<file path="src/rtl/uart_rx_fifo.sv">
// uart_rx_fifo: 8N1 UART receiver feeding a small valid/ready FIFO; define UART_RX_PARITY_EN for 8E1 with PARITY_ERR_O
module uart_rx_fifo #(
  parameter int CLK_HZ     = 50000000,
  parameter int BITRATE    = 115200,
  parameter int OVERSAMPLE = 16,
  parameter int FIFO_AW    = 2
) (
  input  logic       CLK_I,
  input  logic       RST_I,
  input  logic       RX_I,
  output logic [7:0] DATA_O,
  output logic       VALID_O,
  input  logic       READY_I,
  output logic       FRAME_ERR_O,
`ifdef UART_RX_PARITY_EN
  output logic       PARITY_ERR_O,
`endif
  output logic       OVERRUN_O
);
  localparam int DIV   = CLK_HZ / (BITRATE * OVERSAMPLE);
  localparam int DW    = DIV > 1 ? $clog2(DIV) : 1;
  localparam int TW    = $clog2(OVERSAMPLE);
  localparam int DEPTH = 2 ** FIFO_AW;
  typedef enum logic [2:0] {
    IDLE,
    START,
    DATA,
`ifdef UART_RX_PARITY_EN
    PARITY,
`endif
    STOP,
    BRK
  } state_t;
  state_t st_q, st_d;
  logic s1_q, s2_q, rx_s;
  logic [DW-1:0] div_q, div_d;
  logic [TW-1:0] tc_q, tc_d;
  logic [2:0] bi_q, bi_d;
  logic [7:0] sh_q, sh_d;
  logic ferr_q, ferr_d, ovr_q, ovr_d;
  logic [7:0] mem_q [DEPTH];
  logic [FIFO_AW-1:0] wp_q, rp_q;
  logic [FIFO_AW:0] cnt_q;
  logic tick, mid, end_bit, push, pop, full, wr;
`ifdef UART_RX_PARITY_EN
  logic pbad_q, pbad_d, perr_q, perr_d;
  assign PARITY_ERR_O = perr_q;
`endif
  assign rx_s        = s2_q;
  assign tick        = div_q == DW'(DIV - 1);
  assign mid         = tick && tc_q == TW'(OVERSAMPLE / 2 - 1);
  assign end_bit     = tick && tc_q == TW'(OVERSAMPLE - 1);
  assign full        = cnt_q == (FIFO_AW + 1)'(DEPTH);
  assign VALID_O     = cnt_q != '0;
  assign pop         = VALID_O && READY_I;
  assign wr          = push && (!full || pop);
  assign DATA_O      = VALID_O ? mem_q[rp_q] : 8'h00;
  assign FRAME_ERR_O = ferr_q;
  assign OVERRUN_O   = ovr_q;
  // receive FSM: start detect, mid-bit sampling, stop check and push request
  always_comb begin
    st_d   = st_q;
    div_d  = tick ? '0 : div_q + 1'b1;
    tc_d   = tick ? tc_q + 1'b1 : tc_q;
    bi_d   = bi_q;
    sh_d   = sh_q;
    push   = 1'b0;
    ferr_d = 1'b0;
`ifdef UART_RX_PARITY_EN
    pbad_d = pbad_q;
    perr_d = 1'b0;
`endif
    case (st_q)
      IDLE: if (!rx_s) begin
        st_d  = START;
        div_d = '0;
        tc_d  = '0;
      end
      START: if (mid) begin
        st_d = rx_s ? IDLE : DATA;
        tc_d = '0;
        bi_d = '0;
      end
      DATA: if (end_bit) begin
        sh_d = {rx_s, sh_q[7:1]};
        tc_d = '0;
        bi_d = bi_q + 3'd1;
`ifdef UART_RX_PARITY_EN
        st_d = bi_q == 3'd7 ? PARITY : DATA;
`else
        st_d = bi_q == 3'd7 ? STOP : DATA;
`endif
      end
`ifdef UART_RX_PARITY_EN
      PARITY: if (end_bit) begin
        pbad_d = rx_s ^ (^sh_q);
        tc_d   = '0;
        st_d   = STOP;
      end
`endif
      STOP: if (end_bit) begin
        tc_d   = '0;
        st_d   = rx_s ? IDLE : BRK;
        ferr_d = !rx_s;
`ifdef UART_RX_PARITY_EN
        push   = rx_s && !pbad_q;
        perr_d = rx_s && pbad_q;
`else
        push   = rx_s;
`endif
      end
      BRK: if (rx_s) st_d = IDLE;
      default: st_d = IDLE;
    endcase
  end
  // synchronizer, receiver state, FIFO pointers and error pulses
  always_ff @(posedge CLK_I or posedge RST_I) begin
    if (RST_I) begin
      s1_q   <= 1'b1;
      s2_q   <= 1'b1;
      st_q   <= IDLE;
      div_q  <= '0;
      tc_q   <= '0;
      bi_q   <= '0;
      sh_q   <= '0;
      ferr_q <= 1'b0;
      ovr_q  <= 1'b0;
      wp_q   <= '0;
      rp_q   <= '0;
      cnt_q  <= '0;
`ifdef UART_RX_PARITY_EN
      pbad_q <= 1'b0;
      perr_q <= 1'b0;
`endif
    end else begin
      s1_q   <= RX_I;
      s2_q   <= s1_q;
      st_q   <= st_d;
      div_q  <= div_d;
      tc_q   <= tc_d;
      bi_q   <= bi_d;
      sh_q   <= sh_d;
      ferr_q <= ferr_d;
      ovr_q  <= push && full && !pop;
      wp_q   <= wr ? wp_q + 1'b1 : wp_q;
      rp_q   <= pop ? rp_q + 1'b1 : rp_q;
      cnt_q  <= cnt_q + {{FIFO_AW{1'b0}}, wr} - {{FIFO_AW{1'b0}}, pop};
`ifdef UART_RX_PARITY_EN
      pbad_q <= pbad_d;
      perr_q <= perr_d;
`endif
    end
  end
  // FIFO storage; empty FIFO masks DATA_O so no reset is needed here
  always_ff @(posedge CLK_I) begin
    if (wr) mem_q[wp_q] <= sh_q;
  end
endmodule
</file>
<file path="config.mk">
export PLATFORM = sky130hd
export DESIGN_NAME = uart_rx_fifo
export DESIGN_NICKNAME = d
export VERILOG_FILES = /design/src/rtl/uart_rx_fifo.sv
export SDC_FILE = /design/constraint.sdc
export NUM_CORES = 1
export LEC_CHECK = 0
export BUFFER_PORTS_ARGS = -buffer_cell sky130_fd_sc_hd__buf_4
export CORE_MARGIN = 2
export CORE_UTILIZATION = 60
export CTS_CLUSTER_DIAMETER = 30
export CTS_CLUSTER_SIZE = 30
export DETAILED_ROUTE_END_ITERATION = 12
export GPL_ROUTABILITY_DRIVEN = 0
export GPL_TIMING_DRIVEN = 0
export PLACE_DENSITY_LB_ADDON = 0.05
export SETUP_SLACK_MARGIN = 0.4
export SKIP_CTS_REPAIR_TIMING = 1
export SLEW_MARGIN = 20
export SYNTH_ARGS = -nofsm -noshare
export SYNTH_HDL_FRONTEND = slang
export SYNTH_SLANG_ARGS = --single-unit
</file>
<file path="constraint.sdc">
create_clock -name CLK_I -period 2.58 [get_ports CLK_I]
set_input_delay 0.258 -clock CLK_I [delete_from_list [all_inputs] [get_ports CLK_I]]
set_output_delay 0.258 -clock CLK_I [all_outputs]
set_load 0.03 [all_outputs]
</file>
==> results of run 1 <==
cells in the final DEF, fill, tap and decap left out, types with 8 or more instances in the layout:
master	count
buf_4	22
nor2_1	11
mux4_2	8
mux2_2	10
edfxtp_1	32
and2_1	13
ha_1	9
inv_1	10
clkbuf_8	10
dfrtp_1	32
worst paths after layout:
kind	cells past startpoint	slack [ns]	start	to
worst max-delay path	9	0.31	rx_s	cnt_q[2]
worst min-delay path	1	0.02	RX_I	s1_q
worst max register to register	9	0.31	rx_s	cnt_q[2]
worst min register to register	0	0.36	s1_q	rx_s
max in group asynchronous	2	2.07	RST_I	sh_q[4]
min in group asynchronous	2	0.04	RST_I	sh_q[2]
worst max-delay path: cells and delay by family (launching register included):
kind,cells,cell delay (ns)
adders and majority gates,3,0.82
buffers and inverters,3,0.21
xor gates and xnor gates,1,0.13
and+or+nand+nor,2,0.47
DFF,1,0.54
cells in the mapped netlist (2+ instances only):
master    instances
dfrtp_1          32
edfxtp_1         32
and2_1           13
ha_1             11
inv_1            11
nor2_1           11
mux2_2           10
mux4_2            8
xor2_1            6
nand3_1           5
clkbuf_1          4
nand2_1           4
nor3_1            4
or3_1             4
xnor2_1           4
buf_2             3
a211oi_1          2
a21oi_1           2
and3_1            2
dfstp_2           2
mux2i_1           2
nand3b_1          2
nor4_4            2
o21ai_0           2
power by group:
group	internal, mW	total [mW]	leakage [nW]	switching, mW
registers	1.14	1.18	0.804	0.0327
clock network	0.374	0.775	0.0882	0.401
logic	0.162	0.340	0.574	0.178
state kept, by name, summed over array words and instances (netlist names):
signal / flops
tc_q: 4
bi_q: 3
FRAME_ERR_O: 1
sh_q: 8
OVERRUN_O: 1
rp_q: 2
cnt_q: 3
mem_q: 32
wp_q: 2
st_q: 3
rx_s: 1
s1_q: 1
div_q: 5
area by class of cell:
class | count | area, um2 | area share
plain buffers | 7 | 47.55 | 0.01423
clock buffers | 10 | 137.6 | 0.04118
clock inverters | 6 | 42.54 | 0.01273
inverters | 11 | 41.29 | 0.01235
multi-input cells | 108 | 1026 | 0.3070
flip-flops and latches | 66 | 1814 | 0.5429
well taps | 54 | 67.56 | 0.02022
repair buffers | 22 | 165.2 | 0.04942
metal layers:
| metal | wire length [um] | vias up | part of all wire |
|---|---|---|---|
| met2 | 2633 | 23 | 0.54 |
| met5 | 0 | - | 0 |
| met4 | 75 | 0 | 0.015 |
| li1 | - | 762 | - |
| met1 | 2007 | 790 | 0.41 |
| met3 | 127 | 6 | 0.026 |
logic make-up (layout without fill, tap and decap cells):
kind of cell | count (synthesis) | after routing | synth area share
buf+inv | 18 | 56 | 0.02467
flops | 66 | 66 | 0.6277
compound gates | 10 | 10 | 0.02511
mux | 21 | 21 | 0.1134
xor+xnor | 10 | 10 | 0.03030
fa+ha+maj | 12 | 12 | 0.05455
simple gates | 55 | 55 | 0.1242
metrics by stage:
stage / utilization / hold WS (ns) / power, mW / setup WS, ns
2_1_floorplan: - / 0.2625 / 1.428 / 0.2942
3_3_place_gp: 0.6563 / 0.3458 / 1.485 / 0.1654
3_5_place_dp: 0.6563 / 0.3472 / 1.513 / 0.1127
4_1_cts: 0.6947 / 0.009191 / 2.275 / 0.09991
5_1_grt: 0.7123 / 0.01320 / 2.395 / 0.2192
6_report: 0.7123 / 0.02487 / 2.290 / 0.3059
==> flow_metrics.py, run 1 <==
metrics = {
    "run_status": {
        "status": "finished, final reports clean",
    },
    "grt": {
        "grt.busiest_layer": "met2",
        "grt_max_degree": 35,
        "grt_pass1_wl_mm": 7.790,
        "gr-total-overflow": 0,
        "met2_usage": 0.3383,
        "antenna_found_initial": 0,
        "met3_usage": 0.05075,
        "met1_usage": 0.2431,
        "grt_usage": 0.2044,
        "grt_pass1_vias": 1593,
    },
    "yosys": {
        "netlist_area_um2": 2890,
        "ys.flop_type": "edfxtp_1",
        "synth_nets": 208,
        "netlist_top_cells_area": "edfxtp_1 33%, dfrtp_1 28%, mux4_2 6.2%",
        "synth_cell_types": 38,
        "async_flop_share": 0.5152,
        "yosysTopAreaCell": "edfxtp_1",
        "synth.top_cell.area_share": 0.3325,
        "synth-seq-cells": 66,
        "yosys_warnings": 0,
        "synth_edf_count": 32,
        "synth.avg_cell_area_um2": 15.05,
        "synth_seq_area_share": 0.6277,
        "netlist_instances": 192,
    },
    "place": {
        "io_buffers": 14,
        "dp_hpwl_mm": 3.164,
        "dp_cells": 260,
        "postPlaceCellArea_um2": 3079,
    },
    "floorplanning": {
        "core_um2": 4692,
        "ioPinCount": 15,
        "num_rows": 25,
        "die_y_um": 73.41,
        "die_w_um": 73.41,
        "fp.dieArea_um2": 5388,
        "initial_core_util": 0.6160,
    },
    "final_layout": {
        "finalNonFillerCells": 284,
        "antenna_cells": 0,
        "finalInstanceArea_um2": 3342,
        "drive_above_1_share": 0.3304,
        "fillers": 310,
        "area_delta_synth_final_pct": 15.63,
        "final_nets": 241,
    },
    "drt": {
        "num_vias": 1581,
        "drc": 0,
        "postRouteAntennaNets": 0,
        "wl_per_cell_um": 17.05,
        "firstDrtPassIters": 4,
        "viasPerCell": 5.567,
        "totalWireLength_mm": 4.843,
        "drt_iter0_drc": 103,
    },
    "timing": {
        "finalCritPeriodShare": 0.8814,
        "fmax_mhz": 439.7,
        "rsz0062_at_grt": "yes",
        "finalHoldViolCount": 0,
        "finalMaxSlewViolations": 0,
        "fin_crit_ns": 2.274,
        "tightest_slew_ns": 0.7238,
        "setup-violations-final": 0,
        "finalSetupTns_ns": 0,
        "worst_clock_skew_ns": 0.009171,
        "max_slew_margin": 0.5168,
    },
    "power": {
        "powerDensity_nw_per_um2": 685.3,
        "vdd_ir_drop_max_uv": 430.6,
        "leakagePower_nw": 1.467,
    },
    "setup_path": {
        "crit_slowest_cell": "dfstp_2",
        "worstSetupEndpointType": "register",
        "cp_data_arrival_time_ns": 2.50,
        "startpoint_type": "register",
        "path_cells": "buf_8, nand4b_1, nor4_4, inv_1, ha_1, inv_1, ha_2, fa_2, xnor2_2",
        "crit_path_frequent_cell": "inv_1",
        "worstSetupPathType": "register to register",
        "cp_max_fo": 5,
        "max_stage_delay_ns": 0.54,
        "required_ns": 2.80,
    },
    "clocking": {
        "htree_levels": 3,
        "insertion_delay_ns": 0.34,
        "cts_tree": "built",
        "cts.clk_slew.worst_paths_ns": 0.07,
        "cts_made_buffers": 9,
        "clk_path_buf_depth": 2,
        "clockRootBuffer": "clkbuf_8",
        "cts_sinks": 66,
    },
    "flow_run": {
        "maxCapViolations": 0,
    },
    "worst_hold_path": {
        "hp-class": "input port to register",
    },
}
No activity file was read; power rests on OpenSTA's default activity.
==> run 2: changes to the inputs <==
--- a/config.mk
+++ b/config.mk
@@ -5,7 +5,7 @@
 export SDC_FILE = /design/constraint.sdc
 export NUM_CORES = 1
 export LEC_CHECK = 0
-export BUFFER_PORTS_ARGS = -buffer_cell sky130_fd_sc_hd__buf_4
+export BUFFER_PORTS_ARGS = -buffer_cell sky130_fd_sc_hd__buf_2
 export CORE_MARGIN = 2
 export CORE_UTILIZATION = 60
 export CTS_CLUSTER_DIAMETER = 30
==> flow_metrics.py, run 2 (synthesis gave the netlist of run 1 again) <==
metrics = {
    "drt": {
        "firstDrtPassIters": 4,
        "viasPerCell": 5.622,
        "wl_per_cell_um": 16.52,
        "drt_iter0_drc": 87,
        "postRouteAntennaNets": 0,
        "totalWireLength_mm": 4.675,
        "drc": 0,
        "num_vias": 1591,
    },
    "grt": {
        "grt_pass1_wl_mm": 7.583,
        "grt_max_degree": 35,
        "grt_usage": 0.1938,
        "antenna_found_initial": 0,
        "grt_pass1_vias": 1590,
        "gr-total-overflow": 0,
    },
    "timing": {
        "rsz0062_at_grt": "yes",
        "tightest_slew_ns": 0.7396,
        "setup-violations-final": 0,
        "finalHoldViolCount": 0,
        "max_slew_margin": 0.5000,
        "finalSetupTns_ns": 0,
        "fmax_mhz": 443.8,
        "worst_clock_skew_ns": 0.01062,
        "fin_crit_ns": 2.253,
        "finalMaxSlewViolations": 0,
        "finalCritPeriodShare": 0.8734,
    },
    "setup_path": {
        "worstReg2RegStart": "div_q[0]",
        "worstSetupEndpointType": "register",
        "path_cells": "inv_1, ha_2, nand4b_4, nor4_4, inv_2, ha_4, inv_2, ha_4, fa_2, xnor2_2",
        "reg2reg_to": "cnt_q[2]",
        "cp.depth": 10,
        "required_ns": 2.79,
        "crit_family": "adder cells",
        "worstSetupPathType": "register to register",
        "worst-r2r-setup-slack_ns": 0.33,
        "max_stage_delay_ns": 0.39,
        "cp-startpoint": "div_q[0]",
        "crit_slowest_cell": "dfrtp_1",
        "cp_max_fo": 5,
        "startpoint_type": "register",
        "setup.worst_path.end": "cnt_q[2]",
        "cp_data_arrival_time_ns": 2.47,
        "crit_buf_inv": 3,
        "rr_worst_depth": 10,
    },
    "final_layout": {
        "mostFrequentLayoutCells": "32 x dfrtp_1, 32 x edfxtp_1, 17 x buf_2, 13 x and2_1, 11 x nor2_1",
        "drive_above_1_share": 0.3362,
        "area_delta_synth_final_pct": 15.71,
        "reg_top3": "mem_q: 32 flops, sh_q: 8 flops, div_q: 5 flops",
        "finalInstanceArea_um2": 3344,
        "largest_reg_flops": 32,
        "final_nets": 240,
        "top_register": "mem_q",
        "antenna_cells": 0,
        "utilization": 0.7128,
        "fillers": 293,
    },
    "worst_hold_path": {
        "hp-class": "input port to register",
    },
    "place": {
        "postPlaceCellArea_um2": 3044,
        "dp_hpwl_mm": 3.091,
        "io_buffers": 14,
    },
    "clocking": {
        "cts.clk_slew.worst_paths_ns": 0.07,
        "clockRootBuffer": "clkbuf_8",
        "htree_levels": 3,
        "cts_made_buffers": 9,
        "insertion_delay_ns": 0.33,
        "clk_path_buf_depth": 2,
        "cts_tree": "built",
        "cts_sinks": 66,
    },
    "floorplanning": {
        "ioPinCount": 15,
        "die_y_um": 73.41,
        "fp.dieArea_um2": 5388,
        "core_um2": 4692,
        "num_rows": 25,
        "initial_core_util": 0.6160,
        "die_w_um": 73.41,
    },
    "power": {
        "finalPower_mw": 2.423,
        "leakagePower_nw": 1.480,
        "powerDensity_nw_per_um2": 724.5,
        "vdd_ir_drop_max_uv": 330.3,
    },
    "run_status": {
        "status": "finished, final reports clean",
    },
    "flow_run": {
        "maxCapViolations": 0,
    },
}
## run 2: worst reg2reg max path, stage by stage (launching register included)
cell      delay (ns)
dfrtp_1         0.39
inv_1           0.07
ha_2            0.20
nand4b_4        0.15
nor4_4          0.32
inv_2           0.08
ha_4            0.26
inv_2           0.03
ha_4            0.15
fa_2            0.37
xnor2_2         0.13
## run 2: per-stage QoR
step	instances	hold slack [ns]	setup WS [ns]
after floorplan	192	0.2625	0.2942
after global placement	260	0.3461	0.1651
after detailed placement	260	0.3475	0.1138
after CTS	276	0.01821	0.1032
after global routing	283	0.01331	0.1977
final	283	0.02984	0.3267
## run 2: worst min path at each step
stage / startpoint / end / depth (start not counted)
floorplan: RX_I / s1_q / 0
global placement: s1_q / rx_s / 0
detailed placement: s1_q / rx_s / 0
global route: RX_I / s1_q / 1
CTS: RX_I / s1_q / 1
finish: RX_I / s1_q / 1
## run 2: cell type report
type / count / area (um2) / share of cell area
buffer: 7 / 46.29 / 0.01384
clock buffer: 10 / 127.6 / 0.03816
clock inverter: 6 / 82.58 / 0.02469
inverter: 11 / 41.29 / 0.01235
multi-input combinational: 108 / 1042 / 0.3116
sequential: 66 / 1814 / 0.5425
tap: 54 / 67.56 / 0.02020
timing repair buffer: 21 / 122.6 / 0.03666
## run 2: where the power goes
| part | internal [mW] | total, mW | switching [mW] |
|---|---|---|---|
| clock network | 0.539 | 0.904 | 0.365 |
| registers | 1.14 | 1.17 | 0.0301 |
| logic | 0.163 | 0.346 | 0.183 |
| total | 1.85 | 2.42 | 0.578 |
## run 2: metal layers
layer / up-vias / track usage / part of all wire
met1: 796 / 0.2401 / 0.42
met3: 5 / 0.05898 / 0.035
met2: 28 / 0.3223 / 0.53
li1: 762 / - / -
met5: - / 0 / 0
met4: 0 / 0.07273 / 0.013
==> run 3: changes to the inputs <==
--- a/config.mk
+++ b/config.mk
@@ -7,7 +7,7 @@
 export LEC_CHECK = 0
 export BUFFER_PORTS_ARGS = -buffer_cell sky130_fd_sc_hd__buf_2
 export CORE_MARGIN = 2
-export CORE_UTILIZATION = 60
+export CORE_UTILIZATION = 48
 export CTS_CLUSTER_DIAMETER = 30
 export CTS_CLUSTER_SIZE = 30
 export DETAILED_ROUTE_END_ITERATION = 12
==> constraint.sdc (replaced) <==
create_clock -name CLK_I -period 2.8 [get_ports CLK_I]
set_input_delay 0.28 -clock CLK_I [delete_from_list [all_inputs] [get_ports CLK_I]]
set_output_delay 0.28 -clock CLK_I [all_outputs]
set_load 0.03 [all_outputs]
==> flow_metrics.py, run 3 (synthesis gave the netlist of run 1 again) <==
metrics = {
    "setup_path": {
        "crit_slowest_cell": "dfstp_2",
        "max_stage_delay_ns": 0.53,
        "cp_data_arrival_time_ns": 2.52,
        "required_ns": 3.07,
        "startpoint_type": "register",
        "path_cells": "buf_6, nand4b_1, nor4_4, inv_1, ha_1, inv_1, ha_1, fa_2",
        "worstSetupEndpointType": "register",
        "worstSetupPathType": "register to register",
        "cp_max_fo": 5,
    },
    "timing": {
        "finalMaxSlewViolations": 0,
        "finalHoldViolCount": 0,
        "worst_clock_skew_ns": 0.009643,
        "rsz0062_at_grt": "no",
        "finalCritPeriodShare": 0.8040,
        "max_slew_margin": 0.5056,
        "tightest_slew_ns": 0.7405,
        "fin_crit_ns": 2.251,
        "finalSetupTns_ns": 0,
        "fmax_mhz": 444.2,
        "setup-violations-final": 0,
    },
    "final_layout": {
        "top_register": "mem_q",
        "antenna_cells": 0,
        "area.sequential_um2": 1814,
        "fillers": 484,
        "reg_top3": "mem_q: 32 flops, sh_q: 8 flops, div_q: 5 flops",
        "largest_reg_flops": 32,
        "utilization": 0.5606,
        "area_delta_synth_final_pct": 14.16,
        "mostFrequentLayoutCells": "32 x dfrtp_1, 32 x edfxtp_1, 18 x buf_2, 13 x and2_1, 11 x nor2_1",
        "drive_above_1_share": 0.3053,
        "multi_input_area_um2": 1015,
        "final_nets": 237,
    },
    "clocking": {
        "clockRootBuffer": "clkbuf_8",
        "insertion_delay_ns": 0.33,
        "cts_made_buffers": 9,
        "cts.clk_slew.worst_paths_ns": 0.07,
        "cts_tree": "built",
        "clk_path_buf_depth": 2,
        "htree_levels": 3,
        "cts_sinks": 66,
    },
    "grt": {
        "met3_usage": 0.03407,
        "antenna_found_initial": 0,
        "met1_usage": 0.1874,
        "grt_usage": 0.1652,
        "grt_pass1_wl_mm": 7.817,
        "gr-total-overflow": 0,
        "grt.busiest_layer": "met2",
        "grt_pass1_vias": 1613,
        "met2_usage": 0.2967,
        "grt_max_degree": 35,
    },
    "worst_hold_path": {
        "hp-class": "input port to register",
    },
    "drt": {
        "wl_per_cell_um": 16.05,
        "num_vias": 1576,
        "viasPerCell": 5.236,
        "drt_iter0_drc": 78,
        "drc": 0,
        "firstDrtPassIters": 4,
        "totalWireLength_mm": 4.831,
        "postRouteAntennaNets": 0,
    },
    "floorplanning": {
        "num_rows": 28,
        "die_y_um": 81.60,
        "ioPinCount": 15,
        "initial_core_util": 0.4911,
        "core_um2": 5886,
        "die_w_um": 81.60,
        "fp.dieArea_um2": 6658,
    },
    "run_status": {
        "status": "finished, final reports clean",
    },
    "power": {
        "powerDensity_nw_per_um2": 649.0,
        "vdd_ir_drop_max_uv": 325.4,
        "leakagePower_nw": 1.449,
    },
    "flow_run": {
        "maxCapViolations": 0,
    },
    "place": {
        "dp_hpwl_mm": 3.168,
        "io_buffers": 14,
    },
}
[run 3: changes by cell type in the layout (fill, tap and decap cells not counted), moves of 2 or more]
cell	previous run	this run
inv_1	8	10
inv_2	3	1
ha_1	8	10
ha_4	2	0
buf_4	7	4
[run 3: power by group]
part	leakage (nW)	internal [mW]	switching (mW)
clock	0.0953	0.432	0.348
sequential	0.804	1.05	0.0241
combinational	0.550	0.121	0.163
[run 3: layer usage]
| layer | vias up | routed length [um] |
|---|---|---|
| met5 | - | 0 |
| met4 | 0 | 105 |
| met3 | 10 | 148 |
| met2 | 23 | 2618 |
| met1 | 782 | 1958 |
| li1 | 761 | - |
[run 3: path summary, 6_finish.rpt]
check	depth (start not counted)	slack, ns	to	start
worst max-delay path	8	0.55	cnt_q[1]	rx_s
worst min-delay path	1	0.05	s1_q	RX_I
worst max register to register	8	0.55	cnt_q[1]	rx_s
worst min register to register	0	0.36	rx_s	s1_q
max in group asynchronous	2	2.26	wp_q[0]	RST_I
min in group asynchronous	2	0.06	sh_q[2]	RST_I
[run 3: worst max-delay path, delay by kind of cell (launching register included)]
| kind | cells | cell delay (ns) |
|---|---|---|
| and+or+nand+nor | 2 | 0.47 |
| adders and majority gates | 3 | 0.98 |
| DFF | 1 | 0.53 |
| buffers and inverters | 3 | 0.21 |
[run 3: through the flow]
stage	instance area (um2)	hold slack (ns)	worst slack, ns	instances	power, mW
after detailed placement	3054	0.3487	0.1429	281	1.384
after global routing	3299	0.04550	0.4113	301	2.247
after CTS	3251	0.03839	0.1477	297	2.164
final	3299	0.04791	0.5489	301	2.141
after global placement	3054	0.3467	0.2383	281	1.367
after floorplan	2890	0.2845	0.4313	192	1.311
[run 3: area by class of cell]
class                      count  area share
sequential                    66      0.5499
tap                           75     0.02844
buffer                         7     0.01176
clock inverter                 5     0.01669
clock buffer                  11     0.04285
timing repair buffer          18     0.03034
multi-input combinational    108      0.3075
inverter                      11     0.01251
